$ cat config.mk
export PLATFORM = sky130hd
export DESIGN_NAME = fifo_wptr_full_ctrl
export DESIGN_NICKNAME = d
export VERILOG_FILES = /design/src/rtl/fifo_wptr_full_ctrl.sv
export SDC_FILE = /design/constraint.sdc
export NUM_CORES = 1
export LEC_CHECK = 0
export BUFFER_PORTS_ARGS = -buffer_cell sky130_fd_sc_hd__buf_2
export CORE_MARGIN = 4
export CORE_UTILIZATION = 45
export CTS_BUF_LIST = sky130_fd_sc_hd__clkbuf_4 sky130_fd_sc_hd__clkbuf_8
export CTS_CLUSTER_SIZE = 10
export DETAILED_ROUTE_END_ITERATION = 7
export PLACE_DENSITY = 0.68
export SETUP_SLACK_MARGIN = 0.15
export SLEW_MARGIN = 20
export SYNTH_ARGS = -nofsm -noshare
export SYNTH_HDL_FRONTEND = slang
export SYNTH_SLANG_ARGS = --single-unit
$ cat constraint.sdc
create_clock -name wclk -period 4 [get_ports wclk]
set_clock_uncertainty 0.2 [all_clocks]
set_input_delay 0.6 -clock wclk [delete_from_list [all_inputs] [get_ports wclk]]
set_output_delay 0.6 -clock wclk [all_outputs]
set_load 0.05 [all_outputs]
$ cat src/rtl/fifo_wptr_full_ctrl.sv
// Write-side controller of the asynchronous FIFO: binary/Gray write pointer, read-pointer
// synchroniser, registered full / almost-full / fill level and a sticky overflow flag.
module fifo_wptr_full_ctrl #(
  parameter int ADDR_SIZE   = 4,
  parameter int AFULL_LEVEL = 14
) (
  input  logic                 wclk,
  input  logic                 wrst_n,
  input  logic                 winc,
  input  logic [ADDR_SIZE:0]   rptr,
  input  logic                 woverflow_clr,
  output logic [ADDR_SIZE-1:0] waddr,
  output logic                 wclk_en,
  output logic                 wfull,
  output logic [ADDR_SIZE:0]   wptr,
  output logic                 walmost_full,
  output logic [ADDR_SIZE:0]   wlevel,
  output logic                 woverflow
);

  localparam logic [ADDR_SIZE:0] AFULL_CMP = (ADDR_SIZE + 1)'(AFULL_LEVEL);

  logic [ADDR_SIZE:0] wbin;
  logic [ADDR_SIZE:0] wbin_next;
  logic [ADDR_SIZE:0] wgray_next;
  logic [ADDR_SIZE:0] wq1_rptr;
  logic [ADDR_SIZE:0] wq2_rptr;
  logic [ADDR_SIZE:0] rbin_s;
  logic [ADDR_SIZE:0] level_next;
  logic [ADDR_SIZE:0] full_gray;

  assign wclk_en = winc & ~wfull;
  assign waddr   = wbin[ADDR_SIZE-1:0];

  assign wbin_next  = wbin + {{ADDR_SIZE{1'b0}}, wclk_en};
  assign wgray_next = wbin_next ^ (wbin_next >> 1);

  // Full means the write pointer is exactly one lap (two top Gray bits inverted) ahead of the reader.
  assign full_gray  = {~wq2_rptr[ADDR_SIZE:ADDR_SIZE-1], wq2_rptr[ADDR_SIZE-2:0]};

  always_comb begin
    rbin_s = '0;
    for (int i = 0; i <= ADDR_SIZE; i++) begin
      rbin_s[i] = ^(wq2_rptr >> i);
    end
  end

  assign level_next = wbin_next - rbin_s;

  always_ff @(posedge wclk or negedge wrst_n) begin
    if (!wrst_n) begin
      wq1_rptr <= '0;
      wq2_rptr <= '0;
    end else begin
      wq1_rptr <= rptr;
      wq2_rptr <= wq1_rptr;
    end
  end

  always_ff @(posedge wclk or negedge wrst_n) begin
    if (!wrst_n) begin
      wbin <= '0;
      wptr <= '0;
    end else begin
      wbin <= wbin_next;
      wptr <= wgray_next;
    end
  end

  // Flags use the synchronised read pointer, so they may lag reads but never writes.
  always_ff @(posedge wclk or negedge wrst_n) begin
    if (!wrst_n) begin
      wfull        <= 1'b0;
      walmost_full <= 1'b0;
      wlevel       <= '0;
    end else begin
      wfull        <= (wgray_next == full_gray);
      walmost_full <= (level_next >= AFULL_CMP);
      wlevel       <= level_next;
    end
  end

  always_ff @(posedge wclk or negedge wrst_n) begin
    if (!wrst_n) begin
      woverflow <= 1'b0;
    end else if (winc && wfull) begin
      woverflow <= 1'b1;
    end else if (woverflow_clr) begin
      woverflow <= 1'b0;
    end
  end

endmodule

==> results_dict.tcl <==
set metrics [dict create \
    grt_start_max_net_pins 28 \
    cts_root_buf "clkbuf_4" \
    ys_ff_latch 27 \
    ys_top_cells_by_count "dfrtp_1 (27), xnor2_1 (9), inv_1 (8), xor2_1 (7), ha_1 (5)" \
    routedWlPerCell_um 12.1 \
    grt_use_total_pct 13.0 \
    portBuffers 26 \
    met2_usage_pct 21.7 \
    synth_nets 101 \
    numCtsBuffers 3 \
    synth_edf_count 0 \
    synth_area_mm2 0.00118 \
    syn_inst 86 \
    cts_resized 0 \
    final_max_slew_viol_count 0 \
    synthTopCellsByArea "dfrtp_1 (57%), xnor2_1 (6.7%), ha_1 (5.3%), xor2_1 (5.2%), xor2_2 (2.7%)" \
    setup_violations 0 \
    die_h_um 59.3 \
    core-area_mm2 0.00250 \
    synth-compound-area-share_pct 6.02 \
    synth-adder-area-share_pct 6.97 \
    multi_input_area_um2 468 \
    timing.setup.critical_path_class "flop to flop" \
    dp_hpwl_um 1390 \
    htreeDepth 1 \
    clock_path_buffers 2 \
    die_area_mm2 0.00352 \
    worst_pin_slew_ps 564 \
    cts_tree "done" \
    grtUsageMet1_pct 15.7 \
    insertion_delay_ps 320 \
    clkTransAtPathRegs_ps 140 \
    ioPinCount 27 \
    ys_seq_area_share_pct 57.0 \
    hold_violations 0 \
    max_freq_mhz 326 \
    drtIter0Drc 11 \
    use_met3_pct 1.96 \
    maxSlewHeadroom_pct 62.4 \
    slowest_delay_ps 470 \
    cp.arrival_ps 3090 \
    holdBufCountCts 0 \
    ant_nets 0 \
    hp-class "input pin to asynchronous set/reset pin" \
    synth_top_family_by_area "XOR/XNOR gates" \
    end_kind "flop" \
    design_area_mm2 0.00137 \
    status "completed" \
    maxCapViolCount 0 \
    crit_top_cell "xor2_2" \
    synth_area_leader_cell "dfrtp_1" \
    grt_pass1_wl_um 3300 \
    drc 0 \
    synthSimpleGateAreaFrac_pct 6.65 \
    synth_xor_area_share_pct 19.9 \
    grt_setup_unrepaired "no" \
    fin_crit_sh_pct 76.7 \
    synthFlopType "dfrtp_1" \
    via_count 704 \
    placed_area_mm2 0.00134 \
    top_usage_layer "met2" \
    final_cell_count_no_fill 145 \
    start_util_pct 47.4 \
    antenna_found_initial 0 \
    synth.most_common_cell "dfrtp_1" \
    synth_cell_types 26 \
    seqCellArea_um2 676 \
    syn_to_final_growth_pct 15.5 \
    die_w_um 59.3 \
    slowest_stage "dfrtp_1" \
    crit_chain "xnor2_2, xor2_2, xor2_2, xnor2_1, ha_1, fa_1, nor2b_1, nor3_1, o211a_1, a311o_1" \
    critPathLaunchType "flop" \
    post_synth.cell_area_avg_um2 13.8 \
    dr.pass1.iters 5 \
    async_flop_share_pct 100 \
    nNetsFinal 131 \
    via_per_inst 4.86 \
    yosys.area.top_type_share_pct 57.0 \
    cp_max_fo 4 \
    fin_crit_ps 3070 \
    grt_pass1_vias 742 \
    overflow 0 \
    post-cts-setup-buffers 0 \
    critical_path_required_ps 4020 \
    fill_cells 221 \
    yosys_warnings 0 \
    drive_gt1_share_pct 30.4 \
    place.gp.congestion 0.773 \
    synth.area.mux_share_pct 0 \
    totalNegativeSetupSlack_ps 0 \
    routed_wl_um 1750 \
    rows 18 \
    diodes 0 \
    cts.sinks 27 \
    dpl.cell_count 141 \
]
-- cell families (layout without fill, tap and decap cells) --
logic type                 count (synthesis)  after routing
AOI/OAI and AO/OA                          9              9
xor gates and xnor gates                  21             21
adders and majority gates                  6              6
buffers and inverters                      9             38
DFF                                       27             27
and+or+nand+nor                           14             14
-- per-layer routing --
layer  part of all wire (%)  vias to the layer above
met1                     41                      347
li1                       -                      337
met2                     51                       15
met5                      0                        -
met4                    2.6                        0
met3                    4.9                        5
-- registers in the layout, summed over array words and instances (netlist names) --
signal / flops
walmost_full: 1
wbin: 5
wfull: 1
wlevel: 5
woverflow: 1
wptr: 4
wq1_rptr: 5
wq2_rptr: 5
-- cell usage in the layout (no fill, tap or decap) --
master / instances
xor3_1: 1
xnor2_2: 1
xor2_2: 2
clkinv_2: 1
nand3_1: 3
or2_1: 2
clkbuf_4: 3
nor3_1: 1
xnor2_1: 9
ha_1: 5
nand2_1: 3
o21ai_1: 1
a311oi_1: 1
inv_1: 8
fa_1: 1
nand3_2: 1
o21ai_0: 2
buf_2: 26
a221oi_2: 1
nor2b_1: 2
xor2_1: 7
a311o_1: 1
o211a_1: 1
a21boi_1: 1
xnor3_1: 1
dfrtp_1: 27
or3_1: 2
a21oi_1: 1
-- area by class of cell --
cell class	count	area share, %
clock inverters	1	0.366
flip-flops and latches	27	49.4
multi-input cells	50	34.2
well taps	30	2.74
repair buffers	26	9.51
clock buffers	3	1.65
inverters	8	2.19
-- worst max-delay path, delay by kind of cell, from the launching register on --
| family | cells | cell delay [ps] |
|---|---|---|
| xor gates and xnor gates | 4 | 870 |
| adders and majority gates | 2 | 630 |
| AOI/OAI and AO/OA | 2 | 540 |
| DFF | 1 | 470 |
| and+or+nand+nor | 2 | 250 |
-- final timing paths --
path	startpoint	slack (ps)	cells after the start	endpoint
setup / recovery	wq2_rptr[4]	930	10	walmost_full
hold / removal	wrst_n	40	1	wfull
setup reg to reg	wq2_rptr[4]	930	10	walmost_full
hold reg to reg	wq1_rptr[0]	160	0	wq2_rptr[0]
max in group asynchronous	wrst_n	3180	1	wbin[4]
min in group wclk	wq1_rptr[0]	160	0	wq2_rptr[0]
-- through the flow --
| stage | worst slack [ps] | util, % | hold WS, ps |
|---|---|---|---|
| final | 932 | 54.8 | 42.6 |
| after global placement | 921 | 53.7 | 132 |
| after detailed placement | 878 | 53.7 | 136 |
| after floorplan | 430 | - | 104 |
| after CTS | 931 | 54.8 | 62.5 |
| after global routing | 747 | 54.8 | 84.2 |
Power is left out: the tool's default activity adds up to more than one toggle a clock period on the data nets, which glitch-free logic cannot reach.
